### config.mk
export PLATFORM = sky130hd
export DESIGN_NAME = smg_disp_sched
export DESIGN_NICKNAME = d
export VERILOG_FILES = /design/src/rtl/smg_disp_sched.sv
export SDC_FILE = /design/constraint.sdc
export NUM_CORES = 1
export LEC_CHECK = 0
export CORE_MARGIN = 4
export CORE_UTILIZATION = 57
export DETAILED_ROUTE_END_ITERATION = 6
export GPL_ROUTABILITY_DRIVEN = 1
export PLACE_DENSITY = 0.89
export RECOVER_POWER = 25
export SYNTH_ARGS = -nofsm -noshare
export SYNTH_HDL_FRONTEND = slang
export SYNTH_SLANG_ARGS = --single-unit
### constraint.sdc
create_clock -name clk -period 4.1 [get_ports clk]
set_input_delay 0.82 -clock clk [delete_from_list [all_inputs] [get_ports clk]]
set_output_delay 0.82 -clock clk [all_outputs]
set_load 0.02 [all_outputs]
### src/rtl/smg_disp_sched.sv
// smg_disp_sched: shares the 4-digit BCD display bus between the background
// clock frame (with per-digit blink) and two held event frames, B over A.
module smg_disp_sched #(
  parameter int unsigned TICK_DIV = 50000,
  parameter int unsigned HOLD_MS  = 2000,
  parameter int unsigned BLINK_MS = 250
) (
  input  logic        clk,
  input  logic        rst_n,
  input  logic [15:0] base_data,
  input  logic [3:0]  blink_mask,
  input  logic [1:0]  req,
  input  logic [15:0] data_a,
  input  logic [15:0] data_b,
  output logic [15:0] data,
  output logic [1:0]  src,
  output logic        busy
);
  localparam int unsigned TW = (TICK_DIV > 1) ? $clog2(TICK_DIV) : 1;
  localparam int unsigned BW = (BLINK_MS > 1) ? $clog2(BLINK_MS) : 1;
  localparam int unsigned HW = $clog2(HOLD_MS + 1);

  localparam logic [1:0] IDLE   = 2'd0;
  localparam logic [1:0] SHOW_A = 2'd1;
  localparam logic [1:0] SHOW_B = 2'd2;

  logic [TW-1:0] tick_cnt;
  logic          tick;
  logic [BW-1:0] blink_cnt;
  logic          phase;
  logic [HW-1:0] hold_cnt;
  logic [1:0]    state;
  logic [1:0]    post_state;
  logic [1:0]    state_nxt;
  logic          pend_a;
  logic          post_pend;
  logic          pend_nxt;
  logic          post_load;
  logic          hold_load;
  logic          latch_b;
  logic          expire;
  logic [15:0]   lat_a;
  logic [15:0]   lat_b;
  logic [15:0]   base_frame;

  assign tick   = (tick_cnt == TW'(TICK_DIV - 1));
  assign expire = (state != IDLE) && tick && (hold_cnt == HW'(1));

  // Tick and blink phase run free in every state; requests never touch them.
  always_ff @(posedge clk or negedge rst_n) begin
    if (!rst_n) begin
      tick_cnt  <= '0;
      blink_cnt <= '0;
      phase     <= 1'b1;
    end else begin
      tick_cnt <= tick ? '0 : tick_cnt + 1'b1;
      if (tick) begin
        if (blink_cnt == BW'(BLINK_MS - 1)) begin
          blink_cnt <= '0;
          phase     <= ~phase;
        end else begin
          blink_cnt <= blink_cnt + 1'b1;
        end
      end
    end
  end

  always_comb begin
    base_frame = base_data;
    for (int unsigned i = 0; i < 4; i++) begin
      if (blink_mask[i] && !phase) base_frame[4*i +: 4] = 4'hF;
    end
  end

  // Expiry is resolved first; a request in the same cycle is then applied
  // to the post-expiry state with the normal priority rules.
  always_comb begin
    post_state = state;
    post_pend  = pend_a;
    post_load  = 1'b0;
    if (expire) begin
      if (state == SHOW_B && pend_a) begin
        post_state = SHOW_A;
        post_pend  = 1'b0;
        post_load  = 1'b1;
      end else begin
        post_state = IDLE;
      end
    end

    state_nxt = post_state;
    pend_nxt  = post_pend;
    hold_load = post_load;
    latch_b   = 1'b0;
    case (post_state)
      SHOW_B: begin
        if (req[1]) begin
          latch_b   = 1'b1;
          hold_load = 1'b1;
        end
        if (req[0]) pend_nxt = 1'b1;
      end
      default: begin
        if (req[1]) begin
          state_nxt = SHOW_B;
          latch_b   = 1'b1;
          hold_load = 1'b1;
          if (req[0]) pend_nxt = 1'b1;
        end else if (req[0]) begin
          state_nxt = SHOW_A;
          hold_load = 1'b1;
        end
      end
    endcase
  end

  always_ff @(posedge clk or negedge rst_n) begin
    if (!rst_n) begin
      state    <= IDLE;
      pend_a   <= 1'b0;
      hold_cnt <= '0;
      lat_a    <= '0;
      lat_b    <= '0;
    end else begin
      state  <= state_nxt;
      pend_a <= pend_nxt;
      if (hold_load) begin
        hold_cnt <= HW'(HOLD_MS);
      end else if (tick && hold_cnt != '0) begin
        hold_cnt <= hold_cnt - 1'b1;
      end
      if (req[0]) lat_a <= data_a;
      if (latch_b) lat_b <= data_b;
    end
  end

  // Outputs are registered from the current state, one edge behind it.
  always_ff @(posedge clk or negedge rst_n) begin
    if (!rst_n) begin
      data <= '1;
      src  <= 2'd0;
      busy <= 1'b0;
    end else begin
      case (state)
        SHOW_A: begin
          data <= lat_a;
          src  <= 2'd1;
          busy <= 1'b1;
        end
        SHOW_B: begin
          data <= lat_b;
          src  <= 2'd2;
          busy <= 1'b1;
        end
        default: begin
          data <= base_frame;
          src  <= 2'd0;
          busy <= 1'b0;
        end
      endcase
    end
  end

endmodule

==> Word-level counts from Yosys, hierarchy flattened <==
Index checks and enable logic that the tools add are counted.
{ "classes": {"reduce_logical": 14, "eq_ne": 6, "n_bitwise": 1, "muxes": 28, "n_addsub": 3} }
{ "ops": {"columns": ["op", "count"], "rows": [
  ["$pmux W16 S2", 1],
  ["$mux W11", 2],
  ["$add A16 B1 Y16 const B", 1],
  ["$eq A16 B16 Y1 const B", 1],
  ["$mux W16", 1],
  ["$mux W4", 4],
  ["$mux W1", 14],
  ["$eq A11 B1 Y1 const B", 1],
  ["$reduce_bool A11 Y1", 1],
  ["$sub A11 B1 Y11 const B", 1],
  ["$add A8 B1 Y8 const B", 1],
  ["$eq A8 B8 Y1 const B", 1],
  ["$logic_and A1 B1 Y1", 8],
  ["$mux W2", 4],
  ["$mux W8", 1],
  ["$eq A2 B2 Y1 const B", 2],
  ["$pmux W2 S2", 1],
  ["$reduce_bool A2 Y1", 2],
  ["$eq A2 B1 Y1 const B", 1],
  ["$reduce_and A2 Y1", 1],
  ["$reduce_or A2 Y1", 1],
  ["$logic_not A1 Y1", 1],
  ["$not A1 Y1", 1]
]} }
{ "totals": {"in_bits": 56, "wordCells": 63, "out_inout_bits": 19, "reg_bits": 90} }

==> Logic depth before layout (Yosys ltp) <==
Gate-level depths: netlist of the first run.
{ "logic_depth": {"depth_word": 8, "depth_mapped": 8, "depth_no_buf": 6} }

==> Least setup slack after synthesis of the first run <==
Ideal clock, no wire load.
{ "synth_timing": {"path_type": "flip-flop to flip-flop", "startpoint": "reg hold_cnt[3]", "endpoint": "reg hold_cnt[10]", "period_less_slack_ns": 1.962, "t_arrival_ns": 1.875, "path_stages_with_launch": 5, "setup_ns": 0.087, "setup_slack_ns": 2.138, "path_buffers": 0, "t_required_ns": 4.013, "cell_sequence": "dfrtp_1 or4_4 or4_4 o21a_4 o211ai_1"} }
{ "synth_via": {"elab_chain_cells": 7, "word_cells_on_any_way": 15, "classes_between": "1 x add/sub; 2 x eq/ne; 8 x mux; 4 x reduce/logical"} }
{ "synth_rtl": {"columns": ["element", "line_no", "text"], "rows": [
  ["start, declared", "31", "logic [HW-1:0] hold_cnt;"],
  ["start signal, assigned", "128", "hold_cnt <= HW'(HOLD_MS);"],
  ["start signal, assigned", "130", "hold_cnt <= hold_cnt - 1'b1;"],
  ["$eq A11 B1 Y1", "47", "assign expire = (state != IDLE) && tick && (hold_cnt == HW'(1));"],
  ["$logic_and A1 B1 Y1", "47", null],
  ["$mux W1", "81", "if (expire) begin"],
  ["$mux W1", "109", "end else if (req[0]) begin"],
  ["$mux W1", "104", "if (req[1]) begin"],
  ["$mux W1", "95", "case (post_state)"],
  ["$mux W11 or $reduce_bool A2 Y1 (tied branches)", null, null]
]} }
Parallel ways exist; a longest one is shown, timed or not. The select of a mux whose other input is x is not followed.
A chain may end at the register's enable or synchronous reset.

==> Worst setup path after layout of the first run <==
{ "layout_timing": {"startpoint": "reg state[0]", "endpoint": "reg hold_cnt[6]"} }
{ "layout_via": {"elab_chain_cells": 8, "word_cells_on_any_way": 16, "classes_between": "2 x eq/ne; 9 x mux; 5 x reduce/logical"} }
{ "layout_rtl": {"columns": ["element", "line_no", "text"], "rows": [
  ["start, declared", "32", "logic [1:0] state;"],
  ["start signal, assigned", "125", "state <= state_nxt;"],
  ["$eq A2 B2 Y1 or $reduce_bool A2 Y1 (tied branches)", "82, 47", null],
  ["$logic_and A1 B1 Y1 (on tied branches)", "82, 47", null],
  ["$mux W1 or $logic_and A1 B1 Y1 (tied branches)", "82, 47", null],
  ["$mux W1", "81", null],
  ["$mux W1", "109", null],
  ["$mux W1", "104", null],
  ["$mux W1 *", "95", null],
  ["$mux W11 or $reduce_bool A2 Y1 (tied branches)", null, null]
]} }
Every way passes the cells marked *; elsewhere a longest branch is shown, timed or not.

==> flow_summary.yaml, run 1 <==
clocking:
  clk_pin_slew_ps: 80
  htreeDepth: 3
  post-cts-setup-buffers: 0
  cts.sinks: 90
  numCtsBuffers: 9
  cts-resized-gates: 0
  cts_max_path_buffers: 2
  hold_buffers: 0
  tritoncts: "yes"
  clk-insertion-delay-late_ps: 360
  cts-root-buf: "clkbuf_8"
pwr:
  clockPowerShare_pct: 36.4
  p_sw_w: 0.0004204
  p_seq_share_pct: 52.5
  p_sw_share_pct: 22.72
  p_leak_nw: 2.124
  internal_power_w: 0.001430
  pwr-share-comb_pct: 11.1
  p_per_area_nw_per_um2: 352.9
  peakVddDrop_uv: 207.6
sta:
  fin_ws_ps: 1716
  fin_crit_sh_pct: 58.13
  rsz0062_at_grt: "false"
  maxSlewHeadroom_pct: -41.61
  setup_violations: 0
  finalHoldViolations: 0
  fin_crit_ps: 2384
  drv_slew: 91
  setup_tns_ps: 0
  worst_slew_pin_slew_ps: 2124
  timing.fmax_mhz: 419.5
  finClkSkew_ps: 10.86
floorplanning:
  initial_core_util_pct: 58.44
  die_y_um: 94.24
  coreArea_sq_um: 7253
  rows: 31
  dieArea_sq_um: 8880
  ios: 75
  die_w_um: 94.24
critical_path:
  cp_data_required_time_ps: 4370
  start_kind: "register"
  ff2ff_path_depth: 6
  critPathMaxFanout: 19
  rr_endpoint: "hold_cnt[6]"
  path_class: "reg2reg"
  r2r-start: "state[0]"
  end_kind: "register"
  r2r_slack_ps: 1720
  cp.arrival_ps: 2660
routing:
  wire_per_inst_um: 17.61
  first_iter_violations: 255
  finalWirelength_mm: 9.472
  num_vias: 3257
  ant_nets: 0
  avgViaCountPerCell: 6.054
  drc: 0
  drt_pre_antenna_iters: 4
worst_hold_path:
  min_to: "blink_cnt[6]"
  whs_path_depth: 1
  hp-start: "blink_cnt[6]"
  min_path_type: "reg2reg"
synthesis:
  synth_warnings: 0
  ys.flop_type: "dfrtp_1"
  synth.largest_area_cell: "dfrtp_1"
  post_synth.cell_area_avg_sq_um: 11.61
  syn_area_sq_um: 4239
  syn_nets: 432
  synth_edf_count: 0
  yosysMostFrequentCell: "dfrtp_1"
  synth-seq-area-share_pct: 53.63
  synth_seq_cells: 90
  synth_area_leaders: "dfrtp_1 (43%), dfstp_2 (11%), mux2_2 (8.5%)"
  netlist_instances: 365
  ys_types: 49
  async_reset_ff_share_pct: 100.0
  yosys-top-cells-count: "dfrtp_1 (73), mux2_2 (32), nor2_1 (26), a21oi_1 (21), a22oi_1 (21)"
  synth.top_cell.area_share_pct: 43.09
grt:
  grt_pass1_vias: 3364
  grt_pass1_wl_mm: 15.90
  antenna_found_initial: 0
  gr-total-overflow: 0
  grt_max_degree: 91
  grt.total_usage_pct: 23.30
finish:
  register_area_sq_um: 2273
  area_growth_pct: 23.70
  n_antenna_cell: 0
  fill_cells: 498
  drive_above_1_share_pct: 17.31
  multi_input_area_sq_um: 1829
  finalNetCount: 501
placement:
  place.gp.congestion: 0.8472
  port_buffers: 74
  post-dp-hpwl_mm: 6.543
  place_ws_ps: 1696
outcome:
  violations: "capacitance limit, slew limit"
  outcome: "finished, violations left"
job:
  drv_cap: 1
[area by class of cell]
type / instances / share of cell area, %
clock inverters: 4 / 1.455
flip-flops and latches: 90 / 43.35
multi-input cells: 246 / 34.88
repair buffers: 77 / 14.46
clock buffers: 12 / 2.768
well taps: 99 / 2.362
inverters: 10 / 0.7158
[layer usage]
layer,vias up,wire length [um],track usage (%)
met5,-,0,0
met4,0,234,11.19
met3,23,702,6.651
met2,119,4626,36.94
met1,1620,3908,29.37
li1,1495,-,-
[cell families (layout without fill, tap and decap cells)]
group | count (synthesis) | after routing | synth area share, %
compound gates | 85 | 85 | 13.22
buf+inv | 29 | 103 | 3.217
simple gates | 103 | 103 | 15.02
xor+xnor | 13 | 13 | 2.686
mux | 34 | 34 | 8.973
flops | 90 | 90 | 53.63
fa+ha+maj | 11 | 11 | 3.247
[placed cells by master (no fill, tap or decap), drive strengths merged, types with 3 or more instances in the layout]
cell,instances
and4,6
or4,14
clkdlybuf4s50,73
dfrtp,73
or3,7
dfstp,17
o31ai,7
xor2,5
inv,10
nand3,13
o21ai,16
clkbuf,13
a22oi,21
nand2,9
ha,11
nor3,3
a21oi,21
o21a,3
nor2,26
and3,4
a21o,5
xnor2,8
o211ai,7
mux2,32
nor4,4
buf,3
nand4,5
[state kept, by name (all words and copies together), names as in the netlist]
name and flops:
blink_cnt 8, busy 1, data 16, hold_cnt 11
lat_a 16, lat_b 16, pend_a 1, phase 1
src 2, state 2, tick_cnt 16
[power groups by stage]
stage / Sequential (W) / Combinational, W / Clock (W)
CTS: 0.000972 / 0.000209 / 0.000687
detailed placement: 0.000987 / 0.000208 / 0
finish: 0.000972 / 0.000205 / 0.000673
floorplan: 0.00101 / 0.0000651 / 0
global route: 0.000977 / 0.000221 / 0.000724
global placement: 0.000985 / 0.000202 / 0
[stage by stage]
step	area [sq um]	power [W]	utilization, %	hold slack [ps]	std cells
after floorplan	4239	0.001071	-	433.7	365
final	5244	0.001851	72.30	469.3	538
after global placement	5025	0.001188	69.28	455.0	522
after CTS	5246	0.001868	72.33	476.3	538
after detailed placement	5025	0.001195	69.28	464.0	522
after global routing	5244	0.001923	72.30	502.9	538
[how the worst max path moves through the flow]
stage                      from      endpoint  slack (ps)  cells after the start
finish                 state[0]   hold_cnt[6]        1720                      6
global route              rst_n      lat_a[6]        1350                      1
CTS                    state[0]   hold_cnt[6]        1700                      6
detailed placement       req[1]   hold_cnt[1]        1700                      5
global placement         req[1]   hold_cnt[1]        1810                      5
floorplan           hold_cnt[3]  hold_cnt[10]        2140                      4
[worst max-delay path, stage by stage, from the launching register on]
cell	delay [ps]
dfrtp_1	450
inv_1	160
ha_1	660
nand4b_1	160
or4_4	450
o21a_4	240
o22ai_1	170
(Power assumes the default switching activity.)
==> run 2: changes to the inputs <==
Settings changed: CORE_UTILIZATION 57 to 48, PLACE_DENSITY 0.89 to 0.81.
Clock period 4.1 ns to 1.9 ns, I/O delays scaled along.
==> run 2 against run 1 <==
  * The run ends with setup timing left
  * Total power increased by 110%
  * Flip-flop and latch count is the same
  * Critical path depth decreased by 2
  * Count of clock-buffer cells in the layout is 1 lower
  * Fmax up 19%
  * Utilization decreased by 6.5 points
  * First-iteration DRC count shrank 20%
  * Cell count rose by 9.7%
  * Setup slack lost 1800 ps
  * Clock power increased by 100%
  * Design area increased by 8.4%
  * Die area increased by 17%
==> flow_summary.yaml, run 2 (synthesized netlist as in run 1, its figures left out) <==
sta:
  finalHoldViolations: 0
  fin_crit_ps: 2009
  setup_violations: 11
  drv_slew: 0
  fin_crit_sh_pct: 105.7
  worst_slew_pin_slew_ps: 805.3
  finClkSkew_ps: 18.40
  rsz0062_at_grt: "true"
  maxSlewHeadroom_pct: 46.31
  fin_ws_ps: -108.6
  timing.fmax_mhz: 497.9
pwr:
  peakVddDrop_uv: 534.6
  p_leak_nw: 2.418
  total_power_w: 0.003917
  p_per_area_nw_per_um2: 689.3
clocking:
  clk_pin_slew_ps: 100
  tritoncts: "yes"
  cts_max_path_buffers: 2
  clk-insertion-delay-late_ps: 360
  numCtsBuffers: 9
  cts-root-buf: "clkbuf_8"
  htreeDepth: 3
  cts.sinks: 90
floorplanning:
  ios: 75
  dieArea_sq_um: 10400
  rows: 34
  initial_core_util_pct: 49.09
  coreArea_sq_um: 8636
  die_y_um: 102.0
  die_w_um: 102.0
grt:
  busiest_layer: "met2"
  gr-total-overflow: 0
  met1_usage_pct: 27.73
  met2_usage_pct: 34.28
  grt_pass1_vias: 3535
  antenna_found_initial: 0
  gr-usage-met3_pct: 5.529
  grt_max_degree: 61
  grt.total_usage_pct: 21.15
  grt_pass1_wl_mm: 17.33
placement:
  place.gp.congestion: 0.8928
  post-dp-hpwl_mm: 7.432
  port_buffers: 74
  placed_area_sq_um: 5365
critical_path:
  ff2ff_path_depth: 4
  r2r-start: "hold_cnt[2]"
  slowest_stage: "or4_4"
  cp_data_required_time_ps: 2170
  cp_slowest_stage_delay_ps: 580
  path_cells: "or4_4, or4_4, o21a_4, o211ai_1"
  end_kind: "register"
  cp.arrival_ps: 2280
  path_class: "reg2reg"
  critPathMaxFanout: 6
  start_kind: "register"
  rr_endpoint: "hold_cnt[10]"
  path_common_cell: "or4_4"
  r2r_slack_ps: -110
routing:
  first_iter_violations: 203
  drt_pre_antenna_iters: 4
  drc: 0
  num_vias: 3375
  ant_nets: 0
  wire_per_inst_um: 17.75
  avgViaCountPerCell: 5.720
  finalWirelength_mm: 10.47
finish:
  area_growth_pct: 34.06
  final_common_cell: "dfrtp_1"
  n_antenna_cell: 0
  fin_util_pct: 65.81
  finalNetCount: 544
  design_area_sq_um: 5683
  mostFrequentLayoutCells: "dfrtp_1 (73), clkdlybuf4s50_1 (63), buf_4 (37)"
  drive_above_1_share_pct: 26.56
job:
  drv_cap: 0
outcome:
  violations: "setup timing"
  outcome: "finished, violations left"
worst_hold_path:
  min_path_type: "in2async"
-- run 2: cell count changes in the layout (fill, tap and decap cells not counted), moves of 4 or more --
cell | before | now
or4_1 | 12 | 8
buf_6 | 0 | 4
buf_4 | 3 | 37
or4_4 | 2 | 6
dlymetal6s2s_1 | 0 | 9
clkdlybuf4s50_1 | 73 | 63
-- run 2: metal layers --
| layer | up-vias | part of all wire, % | wire, um |
|---|---|---|---|
| met2 | 96 | 50 | 5243 |
| met5 | - | 0 | 0 |
| met1 | 1694 | 42 | 4446 |
| li1 | 1575 | - | - |
| met3 | 10 | 6.1 | 636 |
| met4 | 0 | 1.4 | 146 |
-- run 2: cell type report --
type | instances | area [sq um]
fill | 636 | 2953
sequential | 90 | 2273
clock inverter | 5 | 62.56
inverter | 10 | 37.54
tap | 108 | 135.1
multi-input combinational | 246 | 1909
timing repair buffer | 120 | 1124
clock buffer | 11 | 141.4
-- run 2: worst max-delay path: cells and delay by family, from the launching register on --
family,cells,cell delay (ps)
and+or+nand+nor,2,1110
AOI/OAI and AO/OA,2,430
DFF,1,390
-- run 2: stage by stage --
step | hold WS (ps) | worst slack (ps) | std cells | TNS [ps]
global route | 374.5 | -144.6 | 590 | -1341
floorplan | 84.41 | -39.71 | 365 | -85.62
detailed placement | 184.4 | -102.0 | 571 | -442.1
finish | 361.8 | -108.6 | 590 | -808.7
CTS | 337.7 | -111.0 | 588 | -796.7
global placement | 182.4 | -44.49 | 571 | -120.0
-- run 2: what timing repair did --
item / CTS / global route
cloned: 0 / 1
resized for setup: 6 / 25
buffers inserted: 0 / 1
hold buffers: 1 / 0
pin swaps: 5 / 5
hold endpoints to repair: 2 / 0
endpoints found under the setup margin: 16 / 27
-- run 2: power breakdown --
part / internal, W / switching (W) / leakage [nW]
sequential: 0.00205 / 0.0000511 / 1.06
clock: 0.000653 / 0.000716 / 0.0962
combinational: 0.000263 / 0.000189 / 1.26
-- run 2: how the worst max path moves through the flow --
stage / endpoint / slack (ps) / from / depth (start not counted)
floorplan: hold_cnt[7] / -40 / hold_cnt[2] / 4
global route: hold_cnt[10] / -140 / hold_cnt[2] / 4
finish: hold_cnt[10] / -110 / hold_cnt[2] / 4
CTS: hold_cnt[8] / -110 / hold_cnt[2] / 4
global placement: hold_cnt[8] / -40 / hold_cnt[5] / 4
detailed placement: hold_cnt[7] / -100 / hold_cnt[5] / 4
==> run 3: changes to the inputs <==
Settings changed: CTS_CLUSTER_SIZE set to 10.
==> results of run 3 <==
No change in the layout: final DEF, timing and power equal those of run 2.
